## src/rtl/noc_pkg.sv

```systemverilog
// Shared packet definitions for the NoC router and its upstream packet generator.
// A packet is {vld, payload[7:0], type[1:0], addr[1:0]}, 13 bits.
package noc_pkg;

  typedef enum logic [1:0] {
    PKT_DATA = 2'b00,
    PKT_CTRL = 2'b01,
    PKT_RESP = 2'b10,
    PKT_RSVD = 2'b11
  } pkt_type_e;

  localparam int PKT_W       = 13;
  localparam int VLD_BIT     = 12;
  localparam int PAYLOAD_MSB = 11;
  localparam int PAYLOAD_LSB = 4;
  localparam int TYPE_MSB    = 3;
  localparam int TYPE_LSB    = 2;
  localparam int ADDR_MSB    = 1;
  localparam int ADDR_LSB    = 0;

  // Assemble one packet from its fields; the valid bit is always set.
  function automatic logic [PKT_W-1:0] make_pkt(input logic [7:0] payload,
                                               input pkt_type_e  ptype,
                                               input logic [1:0] addr);
    logic [PKT_W-1:0] p;
    p                            = '0;
    p[VLD_BIT]                   = 1'b1;
    p[PAYLOAD_MSB:PAYLOAD_LSB]   = payload;
    p[TYPE_MSB:TYPE_LSB]         = ptype;
    p[ADDR_MSB:ADDR_LSB]         = addr;
    return p;
  endfunction

endpackage

```

## src/rtl/noc_pkt_fifo.sv

```systemverilog
// Synchronous FIFO whose head entry is held in an output register, so the
// consumer sees a registered packet. A push into an empty FIFO (or into the
// slot that becomes the head after a pop) is bypassed into the output register
// at the same edge, giving single-cycle latency.
module noc_pkt_fifo #(
  parameter int W     = 13,
  parameter int DEPTH = 4
) (
  input  logic                     clk,
  input  logic                     reset,
  input  logic                     push,
  input  logic [W-1:0]             din,
  input  logic                     pop,
  output logic [W-1:0]             dout,
  output logic                     full,
  output logic                     empty,
  output logic [$clog2(DEPTH):0]   count
);

  localparam int PTR_W = $clog2(DEPTH);
  localparam int CNT_W = PTR_W + 1;

  logic [W-1:0]     mem [DEPTH];
  logic [PTR_W-1:0] wr_ptr;
  logic [PTR_W-1:0] rd_ptr;
  logic [PTR_W-1:0] rd_ptr_nxt;
  logic [CNT_W-1:0] count_nxt;
  logic [W-1:0]     head_nxt;
  logic             do_push;
  logic             do_pop;

  assign full    = (count == CNT_W'(DEPTH));
  assign empty   = (count == '0);
  assign do_pop  = pop & ~empty;
  // A full FIFO still takes a push when the head leaves in the same cycle.
  assign do_push = push & (~full | do_pop);

  // Next read pointer, occupancy and head value after this edge.
  always_comb begin
    // NOTE: every always_comb output gets a default first so no latch is inferred.
    rd_ptr_nxt = rd_ptr;
    count_nxt  = count;
    if (do_pop) rd_ptr_nxt = rd_ptr + PTR_W'(1);
    case ({do_push, do_pop})
      2'b10:   count_nxt = count + CNT_W'(1);
      2'b01:   count_nxt = count - CNT_W'(1);
      default: count_nxt = count;
    endcase
    // The new head is the word being written when it lands in the head slot.
    head_nxt = (do_push && (rd_ptr_nxt == wr_ptr)) ? din : mem[rd_ptr_nxt];
  end

  // Storage array write.
  always_ff @(posedge clk) begin
    // NOTE: the storage array is left unreset; occupancy alone decides which words are live.
    if (do_push) mem[wr_ptr] <= din;
  end

  // Pointers, occupancy and the registered head; the head holds once the FIFO drains.
  always_ff @(posedge clk) begin
    // NOTE: state registers use non-blocking assignments so every flop samples pre-edge values.
    if (!reset) begin
      wr_ptr <= '0;
      rd_ptr <= '0;
      count  <= '0;
      dout   <= '0;
    end else begin
      if (do_push) wr_ptr <= wr_ptr + PTR_W'(1);
      rd_ptr <= rd_ptr_nxt;
      count  <= count_nxt;
      if (count_nxt != '0) dout <= head_nxt;
    end
  end

endmodule

```

## src/rtl/noc_pkt_gen.sv

```systemverilog
// Upstream packet generator: round-robin arbiter over the local sources,
// packet assembly, and a small FIFO feeding the router handshake.
module noc_pkt_gen
  import noc_pkg::*;
#(
  parameter int NUM_SRC = 4,
  parameter int DEPTH   = 4
) (
  input  logic                     clk,
  input  logic                     reset,
  input  logic [NUM_SRC-1:0]       src_valid,
  input  logic [8*NUM_SRC-1:0]     src_payload,
  input  logic [2*NUM_SRC-1:0]     src_type,
  output logic [NUM_SRC-1:0]       src_ready,
  output logic [PKT_W-1:0]         packet,
  output logic                     pack_valid,
  input  logic                     nocr_ready,
  output logic [$clog2(DEPTH):0]   fifo_count
);

  localparam int RR_W = (NUM_SRC > 1) ? $clog2(NUM_SRC) : 1;

  logic [RR_W-1:0]  rr_ptr;
  logic             fifo_full;
  logic             fifo_empty;
  logic             pop;
  logic             can_push;
  logic             gnt_any;
  int               gnt_idx;
  logic [PKT_W-1:0] push_pkt;

  assign pack_valid = ~fifo_empty;
  assign pop        = pack_valid & nocr_ready;
  assign can_push   = ~fifo_full | pop;

  // Round-robin search from rr_ptr upward; grant only when the FIFO can take the packet.
  always_comb begin
    gnt_any   = 1'b0;
    gnt_idx   = 0;
    src_ready = '0;
    if (reset && can_push) begin
      for (int k = 0; k < NUM_SRC; k++) begin
        if (!gnt_any && src_valid[(int'(rr_ptr) + k) % NUM_SRC]) begin
          gnt_any = 1'b1;
          gnt_idx = (int'(rr_ptr) + k) % NUM_SRC;
        end
      end
    end
    if (gnt_any) src_ready[gnt_idx] = 1'b1;
  end

  // Packet assembly from the granted source; the addr field is the source index.
  always_comb begin
    push_pkt = make_pkt(src_payload[8*gnt_idx +: 8],
                        pkt_type_e'(src_type[2*gnt_idx +: 2]),
                        2'(gnt_idx));
  end

  // Priority moves to the source after the one just granted.
  always_ff @(posedge clk) begin
    if (!reset) rr_ptr <= '0;
    else if (gnt_any) rr_ptr <= RR_W'((gnt_idx + 1) % NUM_SRC);
  end

  noc_pkt_fifo #(
    .W     (PKT_W),
    .DEPTH (DEPTH)
  ) u_fifo (
    .clk   (clk),
    .reset (reset),
    .push  (gnt_any),
    .din   (push_pkt),
    .pop   (nocr_ready),
    .dout  (packet),
    .full  (fifo_full),
    .empty (fifo_empty),
    .count (fifo_count)
  );

endmodule

```

## config.mk

```make
export PLATFORM = sky130hd
export DESIGN_NAME = noc_pkt_gen
export DESIGN_NICKNAME = d
export VERILOG_FILES = /design/src/rtl/noc_pkg.sv /design/src/rtl/noc_pkt_fifo.sv /design/src/rtl/noc_pkt_gen.sv
export SDC_FILE = /design/constraint.sdc
export NUM_CORES = 1
export LEC_CHECK = 0
export BUFFER_PORTS_ARGS = -buffer_cell sky130_fd_sc_hd__buf_2
export CAP_MARGIN = 25
export CORE_AREA = 2 2 112 114
export DETAILED_ROUTE_END_ITERATION = 10
export DIE_AREA = 0 0 114 116
export PLACE_DENSITY = 0.62
export RECOVER_POWER = 25
export SLEW_MARGIN = 25
export SYNTH_ARGS = -nofsm -noshare
export SYNTH_HDL_FRONTEND = slang
export SYNTH_HIERARCHICAL = 1
export SYNTH_SLANG_ARGS = --single-unit
```

## constraint.sdc

```tcl
create_clock -name clk -period 3.75 [get_ports clk]
set_clock_uncertainty 0.15 [all_clocks]
set_input_delay 0.5625 -clock clk [delete_from_list [all_inputs] [get_ports clk]]
set_output_delay 0.5625 -clock clk [all_outputs]
set_load 0.01 [all_outputs]
```

; ---- Word level (Yosys, flattened, before mapping)
; Memories as Yosys holds them, arrays and structs flattened. A register that Yosys moved wholly into a read port is not among the register bits.
; Cells that the tools add are included.
[word_totals]
register_bits = 22
ramBits = 48
input_bits = 47
n_memories = 1
[memory_table]
columns = name, words, width, rd, rd_ports_with_merged_regs, write_ports, line
row1 = u_fifo.mem, 4, 12, 1, 1, 1, noc_pkt_fifo.sv:23  ; logic [W-1:0] mem [DEPTH];
[classes]
add_sub_neg = 8
n_lt_le_gt_ge = 6
eq_ne = 4
shift = 2
mux = 32
n_bitwise = 8
reduce_logical = 15
[ops]
columns = cell, n
row1 = 2-to-1 mux 32 bit, 4
row2 = ">= comparator 32 x 1 -> 1 bit, second input constant", 1
row3 = "less-than comparator 32 x 4 -> 1 bit, second input constant", 1
row4 = variable part select 32 x 32 -> 8 bit, 1
row5 = variable part select 8 x 32 -> 2 bit, 1
row6 = 2-to-1 mux 1 bit, 18
row7 = 2-to-1 mux 13 bit, 1
row8 = "less-than comparator 3 x 4 -> 1 bit, second input constant", 3
row9 = binary-select mux 1 bit (select 2 bit), 4
row10 = "adder 2 x 1 -> 2 bit, second input constant", 3
row11 = "adder 2 bit, second input constant", 3
row12 = logical AND 1 bit, 6
row13 = case mux 3 bit (2 select lines), 1
row14 = OR reduction 2 bit, 3
row15 = zero test 1 bit, 4
row16 = 2-to-1 mux 2 bit, 2
row17 = 2-to-1 mux 4 bit, 1
row18 = "adder 3 x 1 -> 3 bit, second input constant", 1
row19 = "bitwise AND 1 bit, first input constant", 3
row20 = "== test 3 bit, second input constant", 1
row21 = zero test 3 bit, 1
row22 = "less-than comparator 2 x 3 -> 1 bit, second input constant", 1
row23 = nonzero test 3 bit, 1
row24 = "subtractor 3 x 1 -> 3 bit, second input constant", 1
row25 = other kinds (7), 9

; ---- Depth between registers and ports, before layout
[logic_depth]
ltp_word = 23
ltp_mapped = 18

; ---- By module
; Netlist, hierarchy kept.
[modules_own_cells]
columns = mod, n_inst, cells_each, area_per_inst_um2, seq_area_each_um2
row1 = noc_pkt_fifo, 1, 234, 3532.1, 1961.9
row2 = noc_pkt_gen, 1, 67, 585.6, 40.0

; ---- Worst setup path after synthesis
; OpenSTA, ideal clock, no wires.
[synth_path]
kind = register -> register
start = reg u_fifo.count[0]
end = reg u_fifo.dout[0] (read register of u_fifo.mem)
setup_ns = 0.117
t_arrival_ns = 3.314
required_ns = 3.483
slack_ns = 0.169
path_stages_with_launch = 17
n_path_buf = 3
synth_period_minus_slack_ns = 3.581
path_cell_list = dfxtp_1 -> buf_6 -> nor3_1 -> nor2b_1 -> o21a_1 -> nand2b_1 -> inv_1 -> clkbuf_1 -> nor2b_1 -> nand2b_1 -> fa_1 -> or3b_1 -> a31oi_1 -> a21bo_2 -> o21a_1 -> buf_2 -> a32o_1
[synth_via]
elab_chain_cells = 10
word_cells_on_any_way = 16
classes_between = add/sub (2) / eq/ne (3) / mux (3) / bitwise (5) / reduce/logical (3)
[synth_lines]
columns = item, line
row1 = "start, declared", noc_pkt_fifo.sv:17  ; output logic [$clog2(DEPTH):0] count
row2 = "start signal, assigned", noc_pkt_fifo.sv:70  ; count <= count_nxt;
row3 = zero test 3 bit *, noc_pkt_fifo.sv:33  ; assign empty = (count == '0);
row4 = via fifo_empty, noc_pkt_gen.sv:25  ; logic fifo_empty;
row5 = inverter 1 bit *, noc_pkt_gen.sv:32  ; assign pack_valid = ~fifo_empty;
row6 = bitwise AND 1 bit *, noc_pkt_gen.sv:33  ; assign pop = pack_valid & nocr_ready;
row7 = OR 1 bit *, noc_pkt_gen.sv:34  ; assign can_push = ~fifo_full | pop;
row8 = logical AND 1 bit *, noc_pkt_gen.sv:41  ; if (reset && can_push) begin
row9 = 2-to-1 mux 1 bit *, noc_pkt_gen.sv:41
row10 = via gnt_any, noc_pkt_gen.sv:28  ; logic gnt_any;
row11 = bitwise AND 1 bit *, noc_pkt_fifo.sv:36  ; assign do_push = push & (~full | do_pop);
row12 = == test 2 x 1 -> 1 bit / == test 2 bit (equally long branches), noc_pkt_fifo.sv:44  ; case ({do_push, do_pop})
row13 = case mux 3 bit (2 select lines) *, noc_pkt_fifo.sv:44
row14 = nonzero test 3 bit *, noc_pkt_fifo.sv:71  ; if (count_nxt != '0) dout <= head_nxt;
row15 = "end, declared", noc_pkt_fifo.sv:14  ; output logic [W-1:0] dout,
; The timed path passes the listed nets; every way through them passes the cells marked *.
; A chain may end at the register's enable or synchronous reset.

; ---- Worst setup path in the final report
[layout_path]
start = reg u_fifo.count[0]
end = reg u_fifo.dout[5] (read register of u_fifo.mem)
[layout_via]
word_cells_on_any_way = 16
classes_between = add/sub (2) / eq/ne (3) / mux (3) / bitwise (5) / reduce/logical (3)
[layout_rtl]
columns = item, line
row1 = == test 3 bit *, noc_pkt_fifo.sv:32  ; assign full = (count == CNT_W'(DEPTH));
row2 = via fifo_full, noc_pkt_gen.sv:24  ; logic fifo_full;
row3 = inverter 1 bit *, noc_pkt_gen.sv:34
row4 = OR 1 bit *, noc_pkt_gen.sv:34
row5 = logical AND 1 bit *, noc_pkt_gen.sv:41
row6 = 2-to-1 mux 1 bit *, noc_pkt_gen.sv:41
row7 = via gnt_any, noc_pkt_gen.sv:28
row8 = bitwise AND 1 bit *, noc_pkt_fifo.sv:36
row9 = == test 2 x 1 -> 1 bit / == test 2 bit (equally long branches), noc_pkt_fifo.sv:44
row10 = case mux 3 bit (2 select lines) *, noc_pkt_fifo.sv:44
row11 = nonzero test 3 bit *, noc_pkt_fifo.sv:71
; Marks and branches as above.

==> results by group <==
Pwr
  • Switch Pwr: 0.000873 W
  • Internal cell power: between 0.0015 and 0.002 W
  • Power share of the combinational group: 0.303
  • Lkg Pwr: 1.79 nW
  • Net Sw Frac: 0.312
  • Worst vdd ir: 0.254 mV
  • Clock power share: 0.303
  • Sequential share of power: 0.394
  • Total power: 0.00280 W
  • PwrDens: roughly 570 nW/um2

Placed design
  • HPWL after DPL: 5970 um
  • Placed Cells: 512
  • Post-Place Cell Area: roughly 4600 um2
  • Port buffer count: 67
  • GP Congestion: roughly 0.85
  • Dpl ws: 88.6 ps

Status
  • Outcome: finished, violations left
  • Failing checks: capacitance limit, slew limit

GRT
  • Largest net degree at the start of global routing: 32
  • Initial antenna violation count: 0
  • Vias in the first global route: approximately 2,700
  • GRT overflow: 0
  • Gr usage total: 0.133
  • First-pass GRT wire length: 13,600 um

Worst hold path
  • Hold Path Class: flop to flop

Detailed routing
  • Total Wirelength: about 8500 um
  • DR pass1 iterations: 4
  • Drt drc: 0
  • Via count: approximately 2,700
  • Vias per Instance: 5.15
  • Initial DRC Count: 162
  • Final antenna-violating net count: 0
  • Routed len/inst: 16.1 um

Cells and area
  • Layout cells sized above 1: 0.299
  • Fin area: 4870 um2
  • Area grow syn2layout: 18.3%
  • Post-Layout Cell Count: between 500 and 600
  • Ant. Diodes: 0
  • Post-layout nets: 428

Worst setup path
  • Worst path required time: 3820 ps
  • Crit path max fanout: 13
  • Arrival time at the worst endpoint: around 3500 ps
  • Largest delay share family, worst path: compound AO/OA/AOI/OAI gates
  • Crit-path slowest cell: fa_1
  • Largest stage delay on the critical path: 410 ps
  • Crit. End Element: flop
  • Worst path buffer plus inverter count: 3
  • Worst setup path category: flop to flop
  • Sequence of cells on the critical path: nor2_1 -> nand2_1 -> inv_1 -> inv_1 -> o21a_1 -> nand2b_1 -> inv_1 -> nor2b_1 -> nand2b_1 -> fa_1 -> or3b_1 -> a31oi_1 -> a21bo_2 -> o21a_2 -> a32o_1
  • CP Launch Type: flop
  • Most frequent cell on the critical path: inv_1

Clock network
  • Maximum clock insertion buffer count: 2
  • CTS tree: yes
  • TritonCTS Sinks: 74
  • CTS clock-pin slew for the worst setup and hold paths: 60 ps
  • Hold_buf cts: 0
  • Htree depth: 3
  • Later-pin clock latency in the skew report: 320 ps
  • CTS Buf Count: 9
  • Root Buffer: clkbuf_16

Die
  • Core ar.: 11,900 um2
  • Die Y: 116 um
  • Die Area: 13,200 um2
  • Initial cell density of the core: 0.346
  • Row Count: 40
  • Ports: 68
  • Die W: 114 um

Yosys
  • Post-synth EDFFs: 52
  • Synthesized area: 4120 um2
  • Warnings, synthesis: 6
  • Synthesized area per cell: 13.7 um2
  • Mapped Cells: 301
  • Yosys cell types: 50
  • Synth async-reset ratio: 0
  • Synth Flop Type: edfxtp_1
  • Seq/Total Area, Yosys: 0.486
  • Synthesis-stage register bit count: 74

Timing
  • Setup violations, final: 0
  • Max Transition Viols Final: 9
  • RSZ-0062 raised after global routing: false
  • Slew @ Worst Pin: about 1700 ps
  • Min Tclk post-route: 3450 ps
  • Setup ws final: 297 ps
  • FMAX: around 290 MHz
  • Fin crit share: 0.921
  • Final Hold Viols: 0
  • Total negative setup slack: 0 ps
  • Slew HR: -0.110

Flow run
  • Max-cap viol count: 1
## power groups by stage
stage	logic (W)	clock network (W)	registers [W]
2_1_floorplan	0.000634	0	0.00112
3_3_place_gp	0.000861	0	0.00111
3_5_place_dp	0.000886	0	0.00112
4_1_cts	0.000886	0.000865	0.00110
5_1_grt	0.000932	0.000904	0.00112
6_report	0.000848	0.000847	0.00110
## cell usage in the layout (no fill, tap or decap), drive strengths merged, types with 3 or more instances in the layout
| master | synthesis | layout |
|---|---|---|
| clkinv | 0 | 5 |
| or3 | 13 | 13 |
| xnor2 | 4 | 4 |
| mux4 | 26 | 26 |
| a32o | 13 | 13 |
| buf | 20 | 63 |
| and2 | 4 | 4 |
| a211oi | 3 | 3 |
| mux2i | 46 | 46 |
| nor2 | 10 | 10 |
| nor2b | 3 | 3 |
| inv | 17 | 18 |
| dfxtp | 22 | 22 |
| edfxtp | 52 | 52 |
| a31oi | 3 | 3 |
| ha | 4 | 4 |
| o21ai | 18 | 18 |
| nand2 | 5 | 5 |
| clkbuf | 3 | 29 |
| conb | 1 | 5 |
| nor3 | 4 | 4 |
## state kept, by name, summed over array words and instances, names as in the netlist
register       cells
u_fifo/dout       13
u_fifo/count       3
u_fifo/rd_ptr      2
u_fifo/mem        52
u_fifo/wr_ptr      2
rr_ptr             2
## worst register-to-register path, cell delays in order, from the launching register on
cell and delay (ps):
dfxtp_1 350, nor2_1 190, nand2_1 100, inv_1 70
inv_1 40, o21a_1 190, nand2b_1 130, inv_1 70
nor2b_1 170, nand2b_1 100, fa_1 410, or3b_1 380
a31oi_1 160, a21bo_2 260, o21a_2 320, a32o_1 260
## per-layer routing
layer  routed length [um]  GRT usage  up-vias
li1                     -          -     1325
met1                 3660      0.168     1300
met2                 4290      0.227       88
met3                  496     0.0303        4
met4                   65     0.0415        0
met5                    0          0        -
## stage by stage
stage           util  hold slack [ps]
5_1_grt        0.409              345
6_report       0.409              320
3_5_place_dp   0.388              307
3_3_place_gp   0.388              298
4_1_cts        0.413              321
2_1_floorplan      -              357
## path summary, 6_finish.rpt
check                   from        endpoint  slack [ps]  cells past startpoint
max          u_fifo/count[0]  u_fifo/dout[5]         300                     15
min           u_fifo/dout[3]  u_fifo/dout[3]         320                      1
max reg2reg  u_fifo/count[0]  u_fifo/dout[5]         300                     15
min reg2reg   u_fifo/dout[3]  u_fifo/dout[3]         320                      1
## logic make-up (layout without fill, tap and decap cells)
logic type / Yosys count / in the layout / share of synthesized area
AOI/OAI and AO/OA: 54 / 54 / 0.107
muxes: 72 / 72 / 0.254
xor gates and xnor gates: 6 / 6 / 0.0128
other: 1 / 5 / 0.000911
buffers and inverters: 40 / 116 / 0.0541
adders and majority gates: 5 / 5 / 0.0170
and+or+nand+nor: 49 / 49 / 0.0678
DFF: 74 / 74 / 0.486
## synthesized netlist by cell type, types with 4 or more instances
cell,count,area share
and2_1,4,0.0061
nor2_1,10,0.0091
mux4_2,26,0.14
buf_2,10,0.012
edfxtp_1,52,0.38
nand2_1,5,0.0046
or3_1,13,0.020
o21ai_0,4,0.0049
mux2i_1,46,0.11
o21ai_1,14,0.017
buf_6,5,0.014
dfxtp_1,22,0.11
a32o_1,13,0.032
ha_1,4,0.012
xnor2_1,4,0.0085
inv_1,17,0.015
## final cells by class
| type | instances | area, um2 |
|---|---|---|
| clock buffer | 9 | 225 |
| clock inverter | 7 | 78.8 |
| fill | 1102 | 7040 |
| inverter | 17 | 63.8 |
| multi-input combinational | 191 | 1900 |
| sequential | 74 | 2000 |
| tap | 147 | 184 |
| timing repair buffer | 83 | 417 |
## what timing repair did
action	4_1_cts	5_1_grt
buffers inserted	0	0
resized for setup	0	2
setup endpoints to repair	0	13
Power figures use the tool's default switching activity.
